$ cat src/rtl/udma_eth_rx_seq_if.sv
// Handshake bundle between the RX ring sequencer and the uDMA RX channel.
// The master side programs the channel; the slave side reports bytes remaining.
interface udma_eth_rx_seq_if #(
  parameter int L2_AWIDTH_NOAL = 12,
  parameter int TRANS_SIZE     = 16
);
  logic [L2_AWIDTH_NOAL-1:0] cfg_rx_startaddr_o;
  logic [TRANS_SIZE-1:0]     cfg_rx_size_o;
  logic                      cfg_rx_en_o;
  logic                      cfg_rx_clr_o;
  logic [TRANS_SIZE-1:0]     cfg_rx_bytes_left_i;

  modport master (
    output cfg_rx_startaddr_o, cfg_rx_size_o, cfg_rx_en_o, cfg_rx_clr_o,
    input  cfg_rx_bytes_left_i
  );

  modport slave (
    input  cfg_rx_startaddr_o, cfg_rx_size_o, cfg_rx_en_o, cfg_rx_clr_o,
    output cfg_rx_bytes_left_i
  );
endinterface

$ cat src/rtl/udma_eth_rx_seq.sv
// RX buffer-ring sequencer: one L2 slot per Ethernet frame, frame lengths
// recorded in a status queue that software drains.
//
// state    | meaning
// IDLE     | ring disabled or configuration invalid
// ARM      | uDMA channel enabled for the current slot (release FIFO on re-arm)
// WAIT_EOF | frame in progress, waiting for rising edge of rx_eof_i
// DRAIN    | waiting for the RX FIFO to empty or the slot to fill
// COMMIT   | push status entry, clear channel, advance slot
// STALL    | status queue full, FIFO held blocked until software pops
module udma_eth_rx_seq #(
  parameter int L2_AWIDTH_NOAL = 12,
  parameter int TRANS_SIZE     = 16,
  parameter int NUM_SLOTS      = 4,
  parameter int SLOT_LOG       = $clog2(NUM_SLOTS),
  parameter int FIFO_LOG       = 10
) (
  input  logic                      clk_i,
  input  logic                      rst_i,
  input  logic                      enable_i,
  input  logic [L2_AWIDTH_NOAL-1:0] cfg_base_addr_i,
  input  logic [TRANS_SIZE-1:0]     cfg_slot_size_i,
  input  logic [SLOT_LOG:0]         cfg_num_slots_i,
  udma_eth_rx_seq_if.master         u_rx,
  input  logic                      rx_eof_i,
  input  logic [FIFO_LOG:0]         rx_fifo_elements_i,
  output logic                      rx_release_o,
  output logic                      stat_valid_o,
  output logic [TRANS_SIZE-1:0]     stat_len_o,
  output logic [SLOT_LOG-1:0]       stat_slot_o,
  output logic                      stat_trunc_o,
  input  logic                      stat_pop_i,
  output logic [SLOT_LOG:0]         stat_count_o,
  output logic                      busy_o
);
  typedef enum logic [2:0] {
    S_IDLE, S_ARM, S_WAIT_EOF, S_DRAIN, S_COMMIT, S_STALL
  } state_t;

  localparam logic [SLOT_LOG:0] MAX_SLOTS = (SLOT_LOG+1)'(NUM_SLOTS);
  localparam int OFF_W = TRANS_SIZE + SLOT_LOG;

  state_t                    r_state;
  logic                      r_eof_q;
  logic                      r_en, r_clr, r_rel;
  logic [SLOT_LOG-1:0]       r_slot, r_head, r_tail;
  logic [SLOT_LOG:0]         r_count;
  logic [L2_AWIDTH_NOAL-1:0] r_startaddr;
  logic [TRANS_SIZE-1:0]     r_size;
  logic [TRANS_SIZE-1:0]     r_q_len  [NUM_SLOTS];
  logic [SLOT_LOG-1:0]       r_q_slot [NUM_SLOTS];
  logic [NUM_SLOTS-1:0]      r_q_trunc;

  logic                      w_cfg_valid, w_eof_rise, w_push, w_pop, w_slot_last, w_drained;
  logic [SLOT_LOG-1:0]       w_slot_nxt;
  logic [OFF_W-1:0]          w_off;
  logic [L2_AWIDTH_NOAL-1:0] w_addr_nxt;
  logic [SLOT_LOG:0]         w_count_nxt;
  logic [TRANS_SIZE-1:0]     w_bytes_left;

  assign w_bytes_left = u_rx.cfg_rx_bytes_left_i;
  assign w_cfg_valid  = enable_i && (cfg_num_slots_i != '0) &&
                        (cfg_num_slots_i <= MAX_SLOTS) && (cfg_slot_size_i != '0);
  assign w_eof_rise   = rx_eof_i && !r_eof_q;
  assign w_drained    = (rx_fifo_elements_i == '0) || (w_bytes_left == '0);
  assign w_push       = (r_state == S_COMMIT) && enable_i;
  assign w_pop        = stat_pop_i && (r_count != '0);
  assign w_count_nxt  = r_count + (SLOT_LOG+1)'(w_push) - (SLOT_LOG+1)'(w_pop);
  assign w_slot_last  = ({1'b0, r_slot} == (cfg_num_slots_i - 1'b1));
  assign w_slot_nxt   = w_slot_last ? '0 : r_slot + 1'b1;
  assign w_off        = OFF_W'(w_slot_nxt) * OFF_W'(cfg_slot_size_i);
  // Slot address wraps inside the L2 window
  assign w_addr_nxt   = cfg_base_addr_i + L2_AWIDTH_NOAL'(w_off);

  always_ff @(posedge clk_i) begin
    if (rst_i) begin
      r_state     <= S_IDLE;
      r_eof_q     <= 1'b0;
      r_en        <= 1'b0;
      r_clr       <= 1'b0;
      r_rel       <= 1'b0;
      r_slot      <= '0;
      r_head      <= '0;
      r_tail      <= '0;
      r_count     <= '0;
      r_startaddr <= '0;
      r_size      <= '0;
    end else begin
      r_eof_q <= rx_eof_i;
      r_en    <= 1'b0;
      r_clr   <= 1'b0;
      r_rel   <= 1'b0;
      if (r_state != S_IDLE && !enable_i) begin
        r_clr   <= 1'b1;
        r_count <= '0;
        r_head  <= '0;
        r_tail  <= '0;
        r_state <= S_IDLE;
      end else begin
        if (w_pop) r_head <= r_head + 1'b1;
        if (w_push) begin
          r_q_len[r_tail]   <= cfg_slot_size_i - w_bytes_left;
          r_q_slot[r_tail]  <= r_slot;
          r_q_trunc[r_tail] <= (w_bytes_left == '0);
          r_tail            <= r_tail + 1'b1;
        end
        r_count <= w_count_nxt;
        case (r_state)
          S_IDLE: if (w_cfg_valid) begin
            r_slot      <= '0;
            r_startaddr <= cfg_base_addr_i;
            r_size      <= cfg_slot_size_i;
            r_en        <= 1'b1;
            r_state     <= S_ARM;
          end
          S_ARM:      r_state <= S_WAIT_EOF;
          S_WAIT_EOF: if (w_eof_rise) r_state <= S_DRAIN;
          S_DRAIN: if (w_drained) begin
            r_clr   <= 1'b1;
            r_state <= S_COMMIT;
          end
          S_COMMIT: begin
            r_slot      <= w_slot_nxt;
            r_startaddr <= w_addr_nxt;
            r_size      <= cfg_slot_size_i;
            if (w_count_nxt >= cfg_num_slots_i) begin
              r_state <= S_STALL;
            end else begin
              r_en    <= 1'b1;
              r_rel   <= 1'b1;
              r_state <= S_ARM;
            end
          end
          S_STALL: if (r_count < cfg_num_slots_i) begin
            r_en    <= 1'b1;
            r_rel   <= 1'b1;
            r_state <= S_ARM;
          end
          default: r_state <= S_IDLE;
        endcase
      end
    end
  end

  assign u_rx.cfg_rx_startaddr_o = r_startaddr;
  assign u_rx.cfg_rx_size_o      = r_size;
  assign u_rx.cfg_rx_en_o        = r_en;
  assign u_rx.cfg_rx_clr_o       = r_clr;
  assign rx_release_o            = r_rel;

  // Queue storage is not reset, so head fields are masked while empty
  assign stat_valid_o = (r_count != '0);
  assign stat_len_o   = stat_valid_o ? r_q_len[r_head]   : '0;
  assign stat_slot_o  = stat_valid_o ? r_q_slot[r_head]  : '0;
  assign stat_trunc_o = stat_valid_o && r_q_trunc[r_head];
  assign stat_count_o = r_count;
  assign busy_o       = (r_state != S_IDLE);
endmodule

$ cat src/flat_wrapper.sv
// flat-port wrapper written by rule: the top's interface ports become plain ports
module udma_eth_rx_seq_flat 
#(
  parameter int L2_AWIDTH_NOAL = 12,
  parameter int TRANS_SIZE     = 16,
  parameter int NUM_SLOTS      = 4,
  parameter int SLOT_LOG       = $clog2(NUM_SLOTS),
  parameter int FIFO_LOG       = 10
)
  (clk_i, rst_i, enable_i, cfg_base_addr_i, cfg_slot_size_i, cfg_num_slots_i, rx_eof_i, rx_fifo_elements_i, rx_release_o, stat_valid_o, stat_len_o, stat_slot_o, stat_trunc_o, stat_pop_i, stat_count_o, busy_o, u_rx_cfg_rx_startaddr_o, u_rx_cfg_rx_size_o, u_rx_cfg_rx_en_o, u_rx_cfg_rx_clr_o, u_rx_cfg_rx_bytes_left_i);
  udma_eth_rx_seq_if #(.L2_AWIDTH_NOAL(L2_AWIDTH_NOAL), .TRANS_SIZE(TRANS_SIZE)) u_rx_i ();
  input  logic clk_i;
  input  logic rst_i;
  input  logic enable_i;
  input  logic [L2_AWIDTH_NOAL-1:0] cfg_base_addr_i;
  input  logic [TRANS_SIZE-1:0] cfg_slot_size_i;
  input  logic [SLOT_LOG:0] cfg_num_slots_i;
  input  logic rx_eof_i;
  input  logic [FIFO_LOG:0] rx_fifo_elements_i;
  output logic rx_release_o;
  output logic stat_valid_o;
  output logic [TRANS_SIZE-1:0] stat_len_o;
  output logic [SLOT_LOG-1:0] stat_slot_o;
  output logic stat_trunc_o;
  input  logic stat_pop_i;
  output logic [SLOT_LOG:0] stat_count_o;
  output logic busy_o;
  output wire logic [$bits(u_rx_i.cfg_rx_startaddr_o)-1:0] u_rx_cfg_rx_startaddr_o;
  output wire logic [$bits(u_rx_i.cfg_rx_size_o)-1:0] u_rx_cfg_rx_size_o;
  output wire logic [$bits(u_rx_i.cfg_rx_en_o)-1:0] u_rx_cfg_rx_en_o;
  output wire logic [$bits(u_rx_i.cfg_rx_clr_o)-1:0] u_rx_cfg_rx_clr_o;
  input wire logic [$bits(u_rx_i.cfg_rx_bytes_left_i)-1:0] u_rx_cfg_rx_bytes_left_i;
  assign u_rx_cfg_rx_startaddr_o = u_rx_i.cfg_rx_startaddr_o;
  assign u_rx_cfg_rx_size_o = u_rx_i.cfg_rx_size_o;
  assign u_rx_cfg_rx_en_o = u_rx_i.cfg_rx_en_o;
  assign u_rx_cfg_rx_clr_o = u_rx_i.cfg_rx_clr_o;
  assign u_rx_i.cfg_rx_bytes_left_i = u_rx_cfg_rx_bytes_left_i;
  udma_eth_rx_seq #(.L2_AWIDTH_NOAL(L2_AWIDTH_NOAL), .TRANS_SIZE(TRANS_SIZE), .NUM_SLOTS(NUM_SLOTS), .SLOT_LOG(SLOT_LOG), .FIFO_LOG(FIFO_LOG)) u_core (.clk_i(clk_i), .rst_i(rst_i), .enable_i(enable_i), .cfg_base_addr_i(cfg_base_addr_i), .cfg_slot_size_i(cfg_slot_size_i), .cfg_num_slots_i(cfg_num_slots_i), .u_rx(u_rx_i), .rx_eof_i(rx_eof_i), .rx_fifo_elements_i(rx_fifo_elements_i), .rx_release_o(rx_release_o), .stat_valid_o(stat_valid_o), .stat_len_o(stat_len_o), .stat_slot_o(stat_slot_o), .stat_trunc_o(stat_trunc_o), .stat_pop_i(stat_pop_i), .stat_count_o(stat_count_o), .busy_o(busy_o));
endmodule
$ cat config.mk
export PLATFORM = sky130hd
export DESIGN_NAME = udma_eth_rx_seq_flat
export DESIGN_NICKNAME = d
export VERILOG_FILES = /design/src/rtl/udma_eth_rx_seq_if.sv /design/src/rtl/udma_eth_rx_seq.sv /design/src/flat_wrapper.sv
export SDC_FILE = /design/constraint.sdc
export NUM_CORES = 1
export LEC_CHECK = 0
export BUFFER_PORTS_ARGS = -buffer_cell sky130_fd_sc_hd__buf_2
export CORE_MARGIN = 1.5
export CORE_UTILIZATION = 51
export CTS_CLUSTER_DIAMETER = 100
export DETAILED_ROUTE_END_ITERATION = 12
export GPL_ROUTABILITY_DRIVEN = 0
export PLACE_DENSITY = 0.78
export SKIP_LAST_GASP = 1
export SLEW_MARGIN = 15
export SYNTH_ARGS = -nofsm -noshare
export SYNTH_HDL_FRONTEND = slang
export SYNTH_SLANG_ARGS = --single-unit
$ cat constraint.sdc
create_clock -name clk_i -period 3.55 [get_ports clk_i]
set_clock_uncertainty 0.2 [all_clocks]
set_input_delay 0.1775 -clock clk_i [delete_from_list [all_inputs] [get_ports clk_i]]
set_output_delay 0.1775 -clock clk_i [all_outputs]
set_load 0.01 [all_outputs]
### Word level (Yosys, flattened, before mapping)

Memories as Yosys holds them, arrays and structs flattened. A register that Yosys moved wholly into a read port is not among the register bits.
Cells that the tools add are included.

* $add $sub $neg: 8
* multipliers: 1
* $lt $le $gt $ge: 6
* equality and inequality tests: 10
* multiplexer cells: 36
* bitwise gates (word level): 2
* reductions and logical operators: 24

Operators with widths (number)
* $mux W16: 2
* $pmux W16 S2: 1
* $pmux W12 S2: 1
* $pmux W3 S6: 1
* $logic_not A16 Y1: 1
* $mul A2 B16 Y12: 1
* $reduce_bool A16 Y1: 1
* $sub A16 B16 Y16: 1
* $mux W3: 5
* $mux W2: 7
* $add A12 B12 Y12: 1
* $mux W1: 12
* $mux W12: 1
* $logic_not A11 Y1: 1
* $logic_and A1 B1 Y1: 9
* $reduce_bool A3 Y1: 3
* $ne A2 B1 Y1 const B: 4
* $add A2 B1 Y2 const B: 3
* $eq A3 B2 Y1 const B: 2
* $eq A3 B3 Y1 const B: 2
* $lt A2 B3 Y1 const B: 2
* $reduce_and A3 Y1: 2
* $bwmux W4: 1
* $pmux W2 S2: 1
* 20 further kinds: 22

* flip-flop bits (word level): 48
* memory bits (writable): 72
* bits of input ports: 63
* output and inout port bits: 55
* memories kept: 2

Memories
* u_core.r_q_len: depth 4, width 16, read ports 1, clocked after memory_dff 1, wr ports 1, line udma_eth_rx_seq.sv:50 `logic [TRANS_SIZE-1:0] r_q_len [NUM_SLOTS];`
* u_core.r_q_slot: depth 4, width 2, read ports 1, clocked after memory_dff 1, wr ports 1, line udma_eth_rx_seq.sv:51 `logic [SLOT_LOG-1:0] r_q_slot [NUM_SLOTS];`

### Longest topological paths before layout

* depth in word-level cells: 7
* gate-level depth with buffers: 18
* gate-level depth less buffers: 17

### Worst setup path before layout

Ideal clock, no wire load.

* kind: input to register
* from: input port cfg_num_slots_i[1]
* to: register u_core.r_startaddr[8] (netlist: u_core.u_rx.cfg_rx_startaddr_o[8])
* library setup time: 0.122 ns
* arrival time: 3.584 ns
* data required time: 3.228 ns
* path slack: -0.356 ns
* stages: 16
* buffers on the path: 1
* cells stage by stage: inv_1 ha_1 ha_1 and3b_1 o22ai_1 clkbuf_1 nand2_1 fa_1 inv_1 ha_1 a211oi_2 o21bai_1 a2111oi_2 or3_1 xnor2_1 a221o_1

* cells in the longest elaborated chain, start to end: 6
* elaborated cells between the ends (all ways): 13

Ends and longest elaborated chain
* start: declaration: line flat_wrapper.sv:17 `input logic [SLOT_LOG:0] cfg_num_slots_i;`
* $sub A3 B1 Y3 / $reduce_bool A3 Y1 (equally long branches): line udma_eth_rx_seq.sv:69, udma_eth_rx_seq.sv:62
* $eq A2 B3 Y1 / $logic_and A1 B1 Y1 (equally long branches): line udma_eth_rx_seq.sv:69, udma_eth_rx_seq.sv:62
* $mux W2 / $logic_and A1 B1 Y1 (equally long branches): line udma_eth_rx_seq.sv:70, udma_eth_rx_seq.sv:62
* $mul A2 B16 Y12 / $logic_and A1 B1 Y1 (equally long branches): line udma_eth_rx_seq.sv:71, udma_eth_rx_seq.sv:63
* $add A12 B12 Y12 / $ne A2 B1 Y1 (equally long branches)
* $pmux W12 S2 / $reduce_and A3 Y1 (equally long branches)
* end signal: assignment: line udma_eth_rx_seq.sv:111 `r_startaddr <= cfg_base_addr_i;`
* end signal: assignment: line udma_eth_rx_seq.sv:124 `r_startaddr <= w_addr_nxt;`
* end: declaration: line udma_eth_rx_seq.sv:48 `logic [L2_AWIDTH_NOAL-1:0] r_startaddr;`

Several ways; a longest one is shown, not always the timed one.
A chain may end at the register's enable or synchronous reset.

### Worst setup path in the final report

* from: register u_core.r_count[0] (netlist: u_core.stat_count_o[0])
* to: register u_core.r_en (netlist: u_core.u_rx.cfg_rx_en_o)

* cells in the longest elaborated chain, start to end: 6
* elaborated cells between the ends (all ways): 9

Ends and longest elaborated chain
* start: declaration: line udma_eth_rx_seq.sv:47 `logic [SLOT_LOG:0] r_count;`
* start signal: assignment: line udma_eth_rx_seq.sv:107 `r_count <= w_count_nxt;`
* $reduce_bool A3 Y1: line udma_eth_rx_seq.sv:67 `assign w_pop = stat_pop_i && (r_count != '0);`
* $logic_and A1 B1 Y1: line udma_eth_rx_seq.sv:67
* named net u_core.w_pop: line udma_eth_rx_seq.sv:54 `logic w_cfg_valid, w_eof_rise, w_push, w_pop, w_slot_last, w_drained;`
* $sub A3 B1 Y3: line udma_eth_rx_seq.sv:68 `assign w_count_nxt = r_count + (SLOT_LOG+1)'(w_push) - (SLOT_LOG+1)'(w_pop);`
* named net u_core.w_count_nxt[1]: line udma_eth_rx_seq.sv:58 `logic [SLOT_LOG:0] w_count_nxt;`
* $ge A3 B3 Y1: line udma_eth_rx_seq.sv:126 `if (w_count_nxt >= cfg_num_slots_i) begin`
* $mux W1: line udma_eth_rx_seq.sv:126
* $pmux W1 S3: line udma_eth_rx_seq.sv:108 `case (r_state)`
* end signal: assignment: line udma_eth_rx_seq.sv:113 `r_en <= 1'b1;`
* end signal: assignment: line udma_eth_rx_seq.sv:129 `r_en <= 1'b1;`
* end signal: assignment: line udma_eth_rx_seq.sv:135 `r_en <= 1'b1;`
* end: declaration: line udma_eth_rx_seq.sv:45 `logic r_en, r_clr, r_rel;`

The timed path passes the listed nets, and every way through them passes these cells.

==> results.py <==
metrics = {
    "run_status": {
        "status": "completed",
    },
    "placement": {
        "place_worst_setup_slack_ns": -0.356,
        "place.detailed.instances": 929,
        "dpl.hpwl_mm": 12.0,
        "portBuffers": 117,
    },
    "power_and_ir_drop": {
        "p_sw_uw": 1610,
        "power_density_mw_per_mm2": 583,
        "internal-power_uw": 3490,
        "clock_power_share": 0.351,
        "combinationalPowerShare": 0.314,
        "share_seq_of_total_power": 0.335,
        "cellLeakagePower_uw": 0.00379,
        "vdd_drop_max_mv": 0.225,
        "power.switching_fraction": 0.316,
    },
    "timing": {
        "fmax_mhz": 290,
        "worst_pin_slew_ns": 0.957,
        "min_period_ns": 3.45,
        "report.final.setup_viol": 0,
        "finalHoldViolations": 0,
        "slew_violations": 0,
        "totalNegativeSetupSlack_ns": 0,
        "worst_hold_slack_ns": 0.0370,
        "unrepaired_setup_endpoints_after_global_routing": "yes",
        "worst_slack_ns": 0.101,
        "slew-limit-headroom": 0.362,
        "finalCritPeriodShare": 0.972,
    },
    "synth": {
        "synth_seq_cells": 122,
        "syn_area_per_cell_sq_um": 10.8,
        "yosysMostFrequentCell": "sky130_fd_sc_hd__edfxtp_1",
        "synth_async_sr_flop_share": 0,
        "post_synth_inst_count": 636,
        "post_synth_num_cell_types": 63,
        "ys_seq_area_frac": 0.468,
        "synth_cell_count_leaders": "sky130_fd_sc_hd__edfxtp_1, sky130_fd_sc_hd__inv_1, sky130_fd_sc_hd__nand2_1",
        "synth.top_cells.by_area": "sky130_fd_sc_hd__edfxtp_1, sky130_fd_sc_hd__dfxtp_1, sky130_fd_sc_hd__ha_1",
        "yosys.area.top_type_share": 0.334,
        "synth_area_leader_cell": "sky130_fd_sc_hd__edfxtp_1",
        "ys_warn_count": 0,
        "syn-cell-area_sq_mm": 0.00684,
        "synth.net_count": 752,
        "dominantRegCellSynth": "sky130_fd_sc_hd__edfxtp_1",
        "number_of_synthesized_flops_with_an_enable_pin": 76,
    },
    "min_path": {
        "worstHoldStart": "cfg_base_addr_i[2]",
        "hold_path_class": "in2reg",
    },
    "detailed_routing": {
        "met2_wire_len_mm": 8.70,
        "via_count": 5595,
        "route.detailed.vias_per_inst": 5.65,
        "final_antenna_net_count": 0,
        "wl_mm": 17.3,
        "route.detailed.drc": 0,
        "drt_pass1_iterations": 5,
        "met1Wirelength_mm": 6.97,
        "top_signal_layer_used": "met4",
        "detailedRoute.firstIterationViolations": 432,
        "wire_per_inst_um": 17.4,
        "met3WireLength_um": 911,
    },
    "clocking": {
        "cts_clock_pin_slew_for_the_worst_setup_and_hold_paths_ns": 0.06,
        "clock_path_buffers": 2,
        "latest_clock_arrival_within_the_worst_skew_pair_ns": 0.42,
        "cts.root.buffer_cell": "sky130_fd_sc_hd__clkbuf_16",
        "tritoncts_num_sinks": 122,
        "tritoncts.num_buffers": 17,
        "clock_tree_from_tritoncts": "yes",
        "cts_htree_levels": 4,
    },
    "global_routing": {
        "gr-usage-all-layers": 0.259,
        "maximum_number_of_pins_on_one_net_before_global_route_repair": 34,
        "grt_pass1_wl_mm": 28.5,
        "vias_in_the_first_global_route": 5750,
        "grt_antenna_before_repair": 0,
        "grt_remaining_overflow": 0,
    },
    "critical_path": {
        "critPathKind": "reg2reg",
        "critical_path.reg2reg.startpoint": "u_core.stat_count_o[0]",
        "cp-end-kind": "flop",
        "maximum_cell_stage_delay_along_the_critical_path_ns": 0.53,
        "critical_path_peak_fanout": 2,
        "startpoint_type": "flop",
        "worst-path-buf-inv": 3,
        "worst-endpoint-required_ns": 3.66,
        "cp_cell_sequence": "or3_4 > and2_4 > ha_1 > inv_1 > ha_1 > inv_1 > fa_2 > inv_1 > ha_1 > a21o_1 > a21oi_2 > and2_1 > o21ai_1 > a2111oi_2",
        "cp.arrival_ns": 3.56,
        "r2r_slack_ns": 0.10,
        "cp-startpoint": "u_core.stat_count_o[0]",
        "cpLargestDelayFamily": "adder cells",
        "critical_path.slowest_cell": "sky130_fd_sc_hd__fa_2",
    },
    "die": {
        "rows": 42,
        "dieArea_sq_mm": 0.0141,
        "initial_core_util": 0.519,
        "dieWidth_um": 119,
        "io_pins": 118,
        "placeable_core_region_sq_mm": 0.0132,
        "fp.dieH_um": 119,
    },
    "cells_and_area": {
        "stdcell_count": 991,
        "fin_nets": 918,
        "layout-area-overhead-vs-synth_pct": 27.9,
        "combined_area_of_the_multi_input_logic_cells_sq_mm": 0.00338,
        "post_route_cells_drive_above_1_share": 0.282,
        "regArea_sq_mm": 0.00320,
        "n_antenna_cell": 0,
        "nFillCells": 958,
    },
    "job": {
        "cap_viol_max_count": 0,
    },
}
==> repair_timing <==
| item | 4_1_cts | 5_1_grt |
|---|---|---|
| setup buffers | 0 | 5 |
| resized for setup | 2 | 11 |
| pin swaps | 0 | 9 |
| cloned | 0 | 0 |
| setup endpoints to repair | 2 | 7 |
| endpoints found under the hold margin | 28 | 0 |
| hold buffers | 25 | 0 |
==> power groups by stage <==
| stage | registers [uW] | logic [uW] | clock network [uW] |
|---|---|---|---|
| after CTS | 1710 | 1530 | 1800 |
| after global routing | 1720 | 1780 | 1870 |
| after detailed placement | 1730 | 1500 | 0 |
| after global placement | 1730 | 1450 | 0 |
| final | 1710 | 1600 | 1790 |
| after floorplan | 1730 | 1000 | 0 |
==> path summary, 6_finish.rpt <==
kind | cells past startpoint | endpoint
hold reg to reg | 2 | u_core.u_rx.cfg_rx_size_o[9]
setup reg to reg | 14 | u_core.u_rx.cfg_rx_en_o
hold / removal | 5 | u_core.u_rx.cfg_rx_startaddr_o[2]
setup / recovery | 14 | u_core.u_rx.cfg_rx_en_o
==> stage by stage <==
stage | power, uW | cell area, sq um | utilization
2_1_floorplan | 2740 | 6930 | -
3_3_place_gp | 3170 | 7800 | 0.591
3_5_place_dp | 3230 | 7800 | 0.591
4_1_cts | 5040 | 8670 | 0.657
5_1_grt | 5370 | 8750 | 0.663
6_report | 5100 | 8750 | 0.663
==> layout make-up <==
cell class	count	share of cell area
Clock buffer	18	0.0491
Tap cell	176	0.0252
Clock inverter	14	0.0210
Multi-Input combinational cell	417	0.386
Inverter	72	0.0309
Timing Repair Buffer	172	0.121
Sequential cell	122	0.366
==> flip-flops by register name, indices dropped and copies added, names as in the netlist, named ones only <==
signal,cells
u_core.r_q_len,64
u_core.u_rx.cfg_rx_en_o,1
u_core.stat_count_o,3
u_core.r_slot,2
u_core.r_q_slot,8
u_core.r_eof_q,1
u_core.u_rx.cfg_rx_size_o,16
u_core.r_state,3
u_core.u_rx.cfg_rx_startaddr_o,12
u_core.r_head,2
u_core.r_q_trunc,4
u_core.r_tail,2
u_core.u_rx.cfg_rx_clr_o,1
u_core.rx_release_o,1
==> per-layer routing <==
layer | vias to the layer above | track usage
li1 | 2602 | -
met1 | 2700 | 0.318
met2 | 245 | 0.442
met3 | 48 | 0.0479
met4 | 0 | 0.123
met5 | - | 0
==> cell families after synthesis <==
family | synth area share
AND/OR/NAND/NOR | 0.151
XOR/XNOR | 0.0327
AO/OA/AOI/OAI | 0.116
flip-flops | 0.468
buffers and inverters | 0.0567
adder cells (fa/ha/maj) | 0.111
multiplexers | 0.0640
==> tightest hold or removal path: cells and delay by family <==
kind	cells	cell delay, ns
buffers and inverters	1	0.11
and+or+nand+nor	2	0.14
AOI/OAI and AO/OA	2	0.20
==> cell usage in the layout, fill, tap and decap left out, drive strengths merged, types with 18 or more instances in the layout <==
cell type    instances
mux4                19
and2                22
dlygate4sd3         25
dfxtp               46
a21oi               39
nand2               68
ha                  40
edfxtp              76
nor2                35
inv                 77
buf                147
clkbuf              18
Note: power is estimated with default switching activity, not from simulation.
